[src/rtl/layer_scanner.sv]
// layer_scanner: one-hot LED cube layer driver with a programmable hold time.
// Manual mode drives a single requested layer once; auto mode scans every
// layer continuously and pulses frame_done after the last layer of a frame.
// Compile-time option: define LAYER_BLANK_EN to insert BLANK_CYCLES of
// dead time (all layers off) before every layer as anti-ghosting guard.
module layer_scanner #(
  parameter int   NUM_LAYERS   = 8,
  localparam int  LAYER_W      = $clog2(NUM_LAYERS),
  parameter int   CNT_W        = 16,
  parameter int   HOLD_CYCLES  = 2929,
  parameter int   BLANK_CYCLES = 4
) (
  input  logic                  clk,
  input  logic                  rst_n,
  input  logic                  start,
  input  logic [LAYER_W-1:0]    layer_i,
  input  logic                  auto_en,
  output logic                  busy,
  output logic                  done,
  output logic                  frame_done,
  output logic                  err,
  output logic [LAYER_W-1:0]    cur_layer,
  output logic [NUM_LAYERS-1:0] layer_out
);

  // State encoding kept as plain constants for compatibility with older tools.
  localparam logic [1:0] ST_IDLE   = 2'd0;
  localparam logic [1:0] ST_BLANK  = 2'd1;
  localparam logic [1:0] ST_ACTIVE = 2'd2;

  // Dead-time insertion is a build-time choice; with it off the BLANK state
  // is never entered and its logic is trimmed away as unreachable.
`ifdef LAYER_BLANK_EN
  localparam bit BLANK_EN = 1'b1;
`else
  localparam bit BLANK_EN = 1'b0;
`endif

  localparam logic [CNT_W-1:0]   HOLD_LAST      = CNT_W'(HOLD_CYCLES - 1);
  localparam logic [CNT_W-1:0]   BLANK_LAST     = CNT_W'(BLANK_CYCLES - 1);
  localparam logic [LAYER_W-1:0] LAST_LAYER     = LAYER_W'(NUM_LAYERS - 1);
  localparam logic [LAYER_W:0]   NUM_LAYERS_EXT = (LAYER_W + 1)'(NUM_LAYERS);

  logic [1:0]         state;
  logic [CNT_W-1:0]   cnt;
  logic               auto_flag;
  logic               layer_ok;
  logic [LAYER_W-1:0] next_layer;

  // Decode a layer index into its one-hot drive pattern.
  function automatic logic [NUM_LAYERS-1:0] onehot(input logic [LAYER_W-1:0] idx);
    logic [NUM_LAYERS-1:0] r;
    r = '0;
    for (int i = 0; i < NUM_LAYERS; i++) begin
      if (idx == LAYER_W'(i)) r[i] = 1'b1;
    end
    return r;
  endfunction

  // Range check of a manual request; NUM_LAYERS need not be a power of two,
  // so the index width alone does not guarantee a legal layer.
  assign layer_ok = ({1'b0, layer_i} < NUM_LAYERS_EXT);

  // Successor layer for the auto scan, wrapping after the last layer.
  assign next_layer = (cur_layer == LAST_LAYER) ? '0 : cur_layer + 1'b1;

  // Busy is a pure decode of the registered state, so it is glitch-free.
  assign busy = (state != ST_IDLE);

  // Main sequencer: state, hold/blank counter, layer index and all pulses.
  // NOTE: sequential state uses non-blocking assignments only, so every
  // right-hand side below sees the pre-edge value of the registers.
  always_ff @(posedge clk) begin
    if (!rst_n) begin
      state      <= ST_IDLE;
      cnt        <= '0;
      auto_flag  <= 1'b0;
      cur_layer  <= '0;
      layer_out  <= '0;
      done       <= 1'b0;
      frame_done <= 1'b0;
      err        <= 1'b0;
    end else begin
      // Pulses default low and are raised for exactly one cycle below.
      done       <= 1'b0;
      frame_done <= 1'b0;
      err        <= 1'b0;

      case (state)
        ST_IDLE: begin
          cnt <= '0;
          if (auto_en) begin
            // Auto has priority; a simultaneous start is dropped.
            auto_flag <= 1'b1;
            cur_layer <= '0;
            state     <= BLANK_EN ? ST_BLANK : ST_ACTIVE;
            layer_out <= BLANK_EN ? '0 : onehot('0);
          end else if (start) begin
            if (layer_ok) begin
              auto_flag <= 1'b0;
              cur_layer <= layer_i;
              state     <= BLANK_EN ? ST_BLANK : ST_ACTIVE;
              layer_out <= BLANK_EN ? '0 : onehot(layer_i);
            end else begin
              err <= 1'b1;
            end
          end
        end

        ST_BLANK: begin
          if (cnt == BLANK_LAST) begin
            cnt       <= '0;
            state     <= ST_ACTIVE;
            layer_out <= onehot(cur_layer);
          end else begin
            cnt <= cnt + 1'b1;
          end
        end

        ST_ACTIVE: begin
          if (cnt == HOLD_LAST) begin
            cnt        <= '0;
            done       <= 1'b1;
            frame_done <= auto_flag && (cur_layer == LAST_LAYER);
            if (auto_flag && auto_en) begin
              // Continue the scan with no idle gap between layers.
              cur_layer <= next_layer;
              state     <= BLANK_EN ? ST_BLANK : ST_ACTIVE;
              layer_out <= BLANK_EN ? '0 : onehot(next_layer);
            end else begin
              // cur_layer deliberately keeps the last driven layer.
              auto_flag <= 1'b0;
              state     <= ST_IDLE;
              layer_out <= '0;
            end
          end else begin
            cnt <= cnt + 1'b1;
          end
        end

        default: begin
          // Unused encoding: recover to a quiet idle.
          state     <= ST_IDLE;
          cnt       <= '0;
          auto_flag <= 1'b0;
          layer_out <= '0;
        end
      endcase
    end
  end

endmodule

[config.mk]
export PLATFORM = sky130hd
export DESIGN_NAME = layer_scanner
export DESIGN_NICKNAME = d
export VERILOG_FILES = /design/src/rtl/layer_scanner.sv
export SDC_FILE = /design/constraint.sdc
export NUM_CORES = 1
export LEC_CHECK = 0
export ABC_AREA = 1
export ABC_CLOCK_PERIOD_IN_PS = 2400
export BUFFER_PORTS_ARGS = -buffer_cell sky130_fd_sc_hd__buf_4
export CORE_MARGIN = 1
export CORE_UTILIZATION = 60
export DETAILED_ROUTE_END_ITERATION = 8
export PLACE_DENSITY = 0.83
export REMOVE_ABC_BUFFERS = 1
export SLEW_MARGIN = 20
export SYNTH_ARGS = -nofsm -noshare
export SYNTH_HDL_FRONTEND = slang
export SYNTH_SLANG_ARGS = --single-unit
[constraint.sdc]
create_clock -name clk -period 2.4 [get_ports clk]
set_input_delay 0.24 -clock clk [delete_from_list [all_inputs] [get_ports clk]]
set_output_delay 0.24 -clock clk [all_outputs]
set_load 0.01 [all_outputs]
==> impl_results.md, run 1 <==
* Status: finished, final reports clean
* Post-synth top cells: nor2_1, nand2_1, dfxtp_1, inv_1, nand3_1
* GP Congestion at between 0.8 and 0.9
* Fin. max-slew vios at 0
* Post-detail-place hpwl at roughly 2.4 mm
* Worst Path Required at approximately 2700 ps
* Final WS setup at approximately 920 ps
* CTS tree: yes
* Post_cts resized at 0
* Wire per inst at 11.2 um
* Max Buffers Root-to-Sink at 2
* Hold WS at about 160 ps
* Routed Antenna Nets at 0
* H-tree Lvls at 2
* Critical Path Sink Type: flop
* DRC violation count after routing at 0
* TritonCTS Buffers at 5
* Worst path cell trace: ha_1 -> ha_1 -> inv_1 -> nand2_1 -> o22ai_1 -> nor2_1 -> nor2_1
* Post-synthesis cell count at 233
* Row Count at 18
* CTS Root Buffer Type: clkbuf_4
* Die ar. at roughly 0.0029 mm^2
* Worst Setup SP: cur_layer[1]
* Reg2reg start: cur_layer[1]
* Clock slew at reported path FFs at about 90 ps
* Gr usage total at between 20% and 30%
* GR Overflow Total at 0
* Power Density at just under 600 mW/mm^2
* Max-cap viol count at 0
* Synth top area share at 38.7%
* Post-CTS setup buffer count at 0
* CP arrival at 1760 ps
* Nets@finish at between 200 and 300
* Layout cells sized above 1 at about 15%
* Die Ht at 53.7 um
* Worst-Skew Late Latency at ~340 ps
* #FFs+latches synth at 31
* Hold Crit Class: in -> reg
* Avg Inst Size Synth at between 6 and 7 um^2
* Vias in the first global route at roughly 1200
* Clock sinks at 31
* Skew final at 9.47 ps
* First-pass GRT wire length at a little over 5 mm
* Placement Setup Slack at 927 ps
* Starting Density at approximately 64%
* Core ar. at between 0.002 and 0.0025 mm^2
* Ys Warns at 0
* RSZ-0062 raised after global routing: false
* Number of antenna violations at the first check in global routing at 0
* Filler cell count at roughly 210
* Syn Std Cell Area at 0.00160 mm^2
* CP Launch Type: flop
* Tcrit/Tclk final at about three fifths
* Largest net degree at the start of global routing at 16
* Vias post-DR at 1455
* Synth cell types at 29
* Area Growth Syn to Fin at 12.0%
* Post-synth EDFFs at 0
* Hold Crit Start: auto_en
* Leading area contributor after synthesis: dfxtp_1
* Crit-path slowest cell: dfxtp_1
* Synth top area cells: dfxtp_1, nor2_1, nand2_1, inv_1, ha_1
* Post-Route WL at around 3.2 mm
* Die width at between 50 and 60 um
* I/O Buffers at 20
* Avg Vias per Cell at around 5.1
* I/O pin cnt at 22
* FMAX at a little under 700 MHz
* Worst path max stage delay at ~480 ps
* Synth async-reset ratio at 0%
* DR pass1 iterations at 4
* Pleak at ~0.78 nW
* CTS Hold Bufs at 0
* Worst IR Drop VDD at about 0.00061 V
* DRT iter0 DRCs at between 40 and 50
* Total negative slack at 0 ps
* Most common cell in the netlist: nor2_1
* Hold Violations, Final at 0
* Setup Viol. Count Final at 0
* Top_reg_cell synth: dfxtp_1
* Crit Path Max Fanout at 6
* Crit Path Category: reg -> reg
* Number of diodes at 0
* Crit path time final at 1480 ps
* Seq/Total Area, Yosys at 38.7%
==> per-layer routing <==
layer | vias up | GRT usage, % | part of all wire (%)
li1 | 787 | - | -
met1 | 622 | 36.0 | 53
met2 | 36 | 34.6 | 39
met3 | 10 | 9.32 | 5.8
met4 | 0 | 10.5 | 2.8
met5 | - | 0 | 0
==> placed cells by master (no fill, tap or decap), types with 3 or more instances in the layout <==
cell type	instances
a21oi_1	11
buf_4	20
clkbuf_4	5
dfxtp_1	31
ha_1	8
inv_1	29
inv_2	3
nand2_1	40
nand3_1	12
nand4_1	4
nor2_1	49
nor2_2	3
nor3_1	4
o21ai_0	10
o22ai_1	7
==> layout make-up <==
class                           instances  area [um^2]  share of cell area, %
Multi-Input combinational cell        165          827                   46.0
Sequential cell                        31          621                   34.5
Timing Repair Buffer                   20          150                   8.36
Inverter                               32          120                   6.69
Clock buffer                            6         41.3                   2.30
Tap cell                               30         37.5                   2.09
==> state kept, by name (all words and copies together) (netlist names) <==
register	count
cnt	16
state	1
done	1
frame_done	1
auto_flag	1
layer_out	8
cur_layer	3
==> kinds of logic (layout without fill, tap and decap cells) <==
logic type,count (synthesis),after routing,share of synthesized area [%]
AO/OA/AOI/OAI,34,34,11.7
XOR/XNOR,3,3,1.64
adder cells (fa/ha/maj),8,8,6.24
buffers and inverters,37,58,9.75
flip-flops,31,31,38.7
other,1,1,0.234
AND/OR/NAND/NOR,119,119,31.7
==> where the power goes <==
| part | leakage, nW | switching, mW | internal, mW |
|---|---|---|---|
| Sequential | 0.253 | 0.0335 | 0.545 |
| Combinational | 0.500 | 0.126 | 0.0885 |
| Clock | 0.0242 | 0.170 | 0.104 |
| Total | 0.776 | 0.329 | 0.737 |
==> path summary, 6_finish.rpt <==
check | end | cells after the start | slack, ps
worst max-delay path | layer_out[0] | 7 | 920
worst min register to register | cnt[0] | 1 | 470
worst min-delay path | auto_flag | 3 | 160
worst max register to register | layer_out[0] | 7 | 920
==> stage by stage <==
step                      utilization (%)  power, mW  cell area (um^2)  instances
after detailed placement             70.2      0.799              1760        278
final                                71.9       1.07              1800        284
after global placement               70.2      0.798              1760        278
after floorplan                         -      0.715              1570        228
after CTS                            71.9       1.07              1800        284
after global routing                 71.9       1.12              1800        284
==> worst max-delay path, delay by kind of cell, from the launching register on <==
family | cells | cell delay (ps)
DFF | 1 | 480
and+or+nand+nor | 3 | 260
adders and majority gates | 2 | 460
AOI/OAI and AO/OA | 1 | 170
buffers and inverters | 1 | 60
(Power assumes the default switching activity.)
==> run 2, diff against run 1 <==
ABC_CLOCK_PERIOD_IN_PS = 1400   (was 2400)
CORE_UTILIZATION = 56   (was 60)
PLACE_DENSITY = 0.78   (was 0.83)
clock period = 1.4 ns   (was 2.4 ns; I/O delays follow)
==> impl_results.md, run 2 (same netlist as run 1, synthesis figures left out) <==
* Status: finished, final reports clean
* Largest register FFs at 16
* Number of diodes at 0
* Biggest regs: cnt (16), layer_out (8), cur_layer (3)
* Pwr Total at around 2.2 mW
* Skew final at 5.82 ps
* H-tree Lvls at 2
* CTS tree: yes
* TritonCTS Buffers at 5
* Tcrit/Tclk final at a little over nine tenths
* CP Launch Type: flop
* FF/Latch Area at around 640 um^2
* FF-to-FF setup slack at 40 ps
* Area Growth Syn to Fin at 36.2%
* Die width at 55.5 um
* Power Density at roughly 1000 mW/mm^2
* CP arrival at 1640 ps
* Final cell count without fillers at 308
* DR pass1 iterations at 4
* Wire per inst at between 10 and 15 um
* Area occupied by multi-input gates at around 980 um^2
* Core ar. at 0.00273 mm^2
* First-pass GRT wire length at ~6.3 mm
* I/O Buffers at 20
* Worst path cell trace: inv_2 -> ha_4 -> nand3_4 -> nor2_4 -> nand3_2 -> nand2_4 -> buf_6 -> o21ai_1 -> nor2_1
* Starting Density at between 50% and 60%
* Avg Vias per Cell at between 5 and 6
* Worst IR Drop VDD at between 0.001 and 0.0015 V
* GP Congestion at 0.900
* Crit path time final at ~1400 ps
* FF-to-FF path depth at 9
* Nets@finish at ~290
* Placed Area at between 0.0015 and 0.002 mm^2
* DRC violation count after routing at 0
* RSZ-0062 raised after global routing: true
* Worst Setup SP: cnt[0]
* Worst path max stage delay at roughly 380 ps
* Hold Violations, Final at 0
* Largest Register: cnt
* Crit Path Category: reg -> reg
* Routed Antenna Nets at 0
* Reg2reg start: cnt[0]
* Crit Path Max Fanout at 7
* Post-route cell area at 0.00218 mm^2
* Clock sinks at 31
* Max Buffers Root-to-Sink at 2
* Vias in the first global route at between 1500 and 2000
* Critical Path Sink Type: flop
* DP Cell Count at approximately 300
* Total negative slack at 0 ps
* Hold Crit Class: in -> reg
* Die Ht at around 56 um
* Max-cap viol count at 0
* Layout cells sized above 1 at about 35%
* Commonest cells after routing, fill and taps aside: nor2_1, buf_4, nand2_1
* GR Overflow Total at 0
* Clock slew at reported path FFs at approximately 100 ps
* Reg2reg end: layer_out[4]
* Pleak at ~0.96 nW
* CP Capture Point: layer_out[4]
* FMAX at approximately 740 MHz
* Vias post-DR at approximately 1600
* Largest net degree at the start of global routing at 16
* Fin. max-slew vios at 0
* Filler cell count at between 200 and 250
* Row Count at 19
* Post-Route WL at 3.96 mm
* Worst-Skew Late Latency at roughly 340 ps
* CTS Root Buffer Type: clkbuf_4
* Commonest non-fill, non-tap cell in the layout: nor2_1
* Hold depth at 3
* DRT iter0 DRCs at 76
* Gr usage total at between 20% and 30%
* Worst Path Required at roughly 1700 ps
* Setup Viol. Count Final at 0
* Post-detail-place hpwl at around 2.6 mm
* Number of antenna violations at the first check in global routing at 0
* I/O pin cnt at 22
* Die ar. at 0.00308 mm^2
* Crit-path slowest cell: dfxtp_4
## run 2: area by class of cell
type | instances | share of cell area [%]
Clock buffer | 6 | 2.35
Multi-Input combinational cell | 165 | 45.0
Tap cell | 31 | 1.78
Inverter | 32 | 5.73
Clock inverter | 2 | 1.60
Timing Repair Buffer | 41 | 14.4
Sequential cell | 31 | 29.2
## run 2: where the power goes
group	switching [mW]	internal (mW)	total, mW	leakage [nW]
registers	0.0531	0.935	0.988	0.257
clock network	0.329	0.422	0.750	0.0482
logic	0.271	0.222	0.493	0.651
## run 2: what timing repair did
| item | 4_1_cts | 5_1_grt |
|---|---|---|
| gates resized for setup | 12 | 47 |
| pin swaps | 4 | 12 |
| setup buffers | 3 | 2 |
| hold buffers | 0 | 0 |
| endpoints found under the setup margin | 22 | 28 |
| hold endpoints to repair | 0 | 0 |
## run 2: layer usage
layer | global-route usage [%] | vias up | wire, um
met2 | 44.6 | 41 | 2090
met5 | 0 | - | 0
li1 | - | 832 | -
met1 | 28.4 | 751 | 1620
met4 | 13.9 | 0 | 80
met3 | 8.20 | 8 | 163
## run 2: how the worst min path moves through the flow
stage | from | endpoint | slack (ps)
final | auto_en | auto_flag | 60
after global routing | auto_en | auto_flag | 60
after CTS | auto_en | auto_flag | 50
after detailed placement | auto_en | auto_flag | 400
after global placement | auto_en | auto_flag | 400
after floorplan | rst_n | state[1] | 240
## run 2: worst max-delay path: cells and delay by family (launching register included)
family | cells | cell delay, ps
and+or+nand+nor | 5 | 540
AOI/OAI and AO/OA | 1 | 60
adders and majority gates | 1 | 130
DFF | 1 | 380
buffers and inverters | 2 | 190
## run 2: metrics by stage
step	setup slack [ps]	hold slack, ps	utilization [%]
final	44.0	59.4	79.9
after global routing	-54.0	64.2	79.9
after CTS	-24.3	47.5	74.3
after detailed placement	-100	403	68.6
after global placement	-26.7	397	68.6
after floorplan	51.1	238	-
==> run 3, diff against run 2 <==
CELL_PAD_IN_SITES_DETAIL_PLACEMENT = 0   (was unset)
CELL_PAD_IN_SITES_GLOBAL_PLACEMENT = 1   (was unset)
CORE_UTILIZATION = 40   (was 56)
PLACE_DENSITY = 0.86   (was 0.78)
==> impl_results.md, run 3 (same netlist as run 1, synthesis figures left out) <==
* Hold Violations, Final at 0
* GP Congestion at 0.840
* DRC violation count after routing at 0
* Placed Area at ~0.002 mm^2
* Crit Path Max Fanout at 4
* Crit-path slowest cell: dfxtp_1
* Commonest cells after routing, fill and taps aside: buf_4, nor2_1, nand2_1
* Worst Path Required at approximately 1600 ps
* TritonCTS Buffers at 5
* Biggest regs: cnt (16), layer_out (8), cur_layer (3)
* Final WS setup at -11.4 ps
* Die Ht at roughly 65 um
* Clock sinks at 31
* Vias in the first global route at between 1500 and 2000
* Max Buffers Root-to-Sink at 2
* Tcrit/Tclk final at 101%
* Worst IR Drop VDD at around 0.00063 V
* I/O pin cnt at 22
* Setup Viol. Count Final at 4
* Die ar. at 0.00427 mm^2
* Max-cap viol count at 0
* Nets@finish at roughly 300
* Gr usage total at between 20% and 30%
* Commonest non-fill, non-tap cell in the layout: buf_4
* Avg Vias per Cell at ~4.9
* DRT iter0 DRCs at 96
* GR Overflow Total at 0
* Uppermost layer routed: met4
* Row Count at 22
* Largest Register: cnt
* CTS Hold Bufs at 0
* Clock slew at reported path FFs at approximately 70 ps
* Most used cell, CP: nor2_1
* Power Density at 1130 mW/mm^2
* Metal2 WL at 2.07 mm
* Placement Setup Slack at -74.0 ps
* Starting Density at around 43%
* Post-detail-place hpwl at 2.79 mm
* RSZ-0062 raised after global routing: true
* Number of diodes at 0
* M1 WL at about 1.8 mm
* CP Launch Type: flop
* Violated checks: negative setup slack
* Worst path cell trace: ha_1 -> ha_4 -> inv_1 -> nand2_1 -> o22ai_1 -> nor2_1 -> nor2_1
* Largest net degree at the start of global routing at 16
* First-pass GRT wire length at roughly 6.6 mm
* Critical Path Sink Type: flop
* Skew final at ~4.4 ps
* H-tree Lvls at 2
* Worst path max stage delay at around 340 ps
* Top delay family on crit path: adder cells
* CTS Root Buffer Type: clkbuf_8
* CP arrival at roughly 1600 ps
* CTS tree: yes
* Number of antenna violations at the first check in global routing at 0
* Vias post-DR at roughly 1600
* Layout cells sized above 1 at around 34%
* Post-route cell area at around 0.0023 mm^2
* Largest register FFs at 16
* Pleak at between 1 and 1.5 nW
* Status: finished, violations left
* Die width at ~65 um
* I/O Buffers at 20
* Worst-Skew Late Latency at 280 ps
* Area Growth Syn to Fin at 42.4%
* DR pass1 iterations at 4
* Final core utilization at 61.0%
* Core ar. at roughly 0.0037 mm^2
* Hold WS at approximately 110 ps
* Fin. max-slew vios at 0
* Pwr Total at between 2 and 3 mW
* FMAX at 709 MHz
* Wire per inst at roughly 12 um
* Post-Route WL at a little over 4 mm
* Hold Crit Class: in -> reg
* Metal3 WL at 144 um
* Crit Path Category: reg -> reg
* Routed Antenna Nets at 0
* Crit path time final at roughly 1400 ps
* Buffer and inverter count on the worst path at 1
[run 3: cell types whose count changed in the layout (fill, tap and decap cells not counted), sizes merged]
cell / change
buf: +10
bufinv: +1
clkbuf: -1
clkinv: -1
clkinvlp: +1
[run 3: metal layers]
| layer | global-route usage (%) | vias to the layer above |
|---|---|---|
| li1 | - | 853 |
| met1 | 23.1 | 738 |
| met2 | 34.5 | 32 |
| met3 | 5.56 | 9 |
| met4 | 8.70 | 0 |
| met5 | 0 | - |
[run 3: worst min-delay path: cells and delay by family]
family / cells / cell delay, ps
buf+inv: 1 / 110
simple gates: 2 / 120
[run 3: layout make-up]
class                      count  area [um^2]
clock inverter                 3         67.6
fill                         381         1460
multi-input combinational    165          953
inverter                      32          120
timing repair buffer          51          387
tap                           48         60.1
sequential                    31          628
clock buffer                   5         68.8
[run 3: final timing paths]
kind / endpoint / cells after the start / slack [ps] / from
worst max-delay path: layer_out[3] / 7 / -10 / cur_layer[0]
worst min-delay path: auto_flag / 3 / 110 / auto_en
worst max register to register: layer_out[3] / 7 / -10 / cur_layer[0]
worst min register to register: cnt[0] / 1 / 450 / cnt[0]
[run 3: power breakdown]
part	switching, mW	total [mW]	internal, mW
registers	0.0470	0.982	0.935
logic	0.282	0.537	0.255
clock network	0.361	1.07	0.710
total	0.690	2.59	1.90
[run 3: repair_timing]
item | in CTS | in global routing
setup endpoints to repair | 13 | 28
gates resized for setup | 7 | 31
buffers inserted | 0 | 8
pin swaps | 1 | 9
[run 3: stage by stage]
stage	cells	setup TNS [ps]
2_1_floorplan	228	0
3_3_place_gp	319	-371
3_5_place_dp	319	-547
4_1_cts	327	-13.4
5_1_grt	335	-2060
6_report	335	-28.5
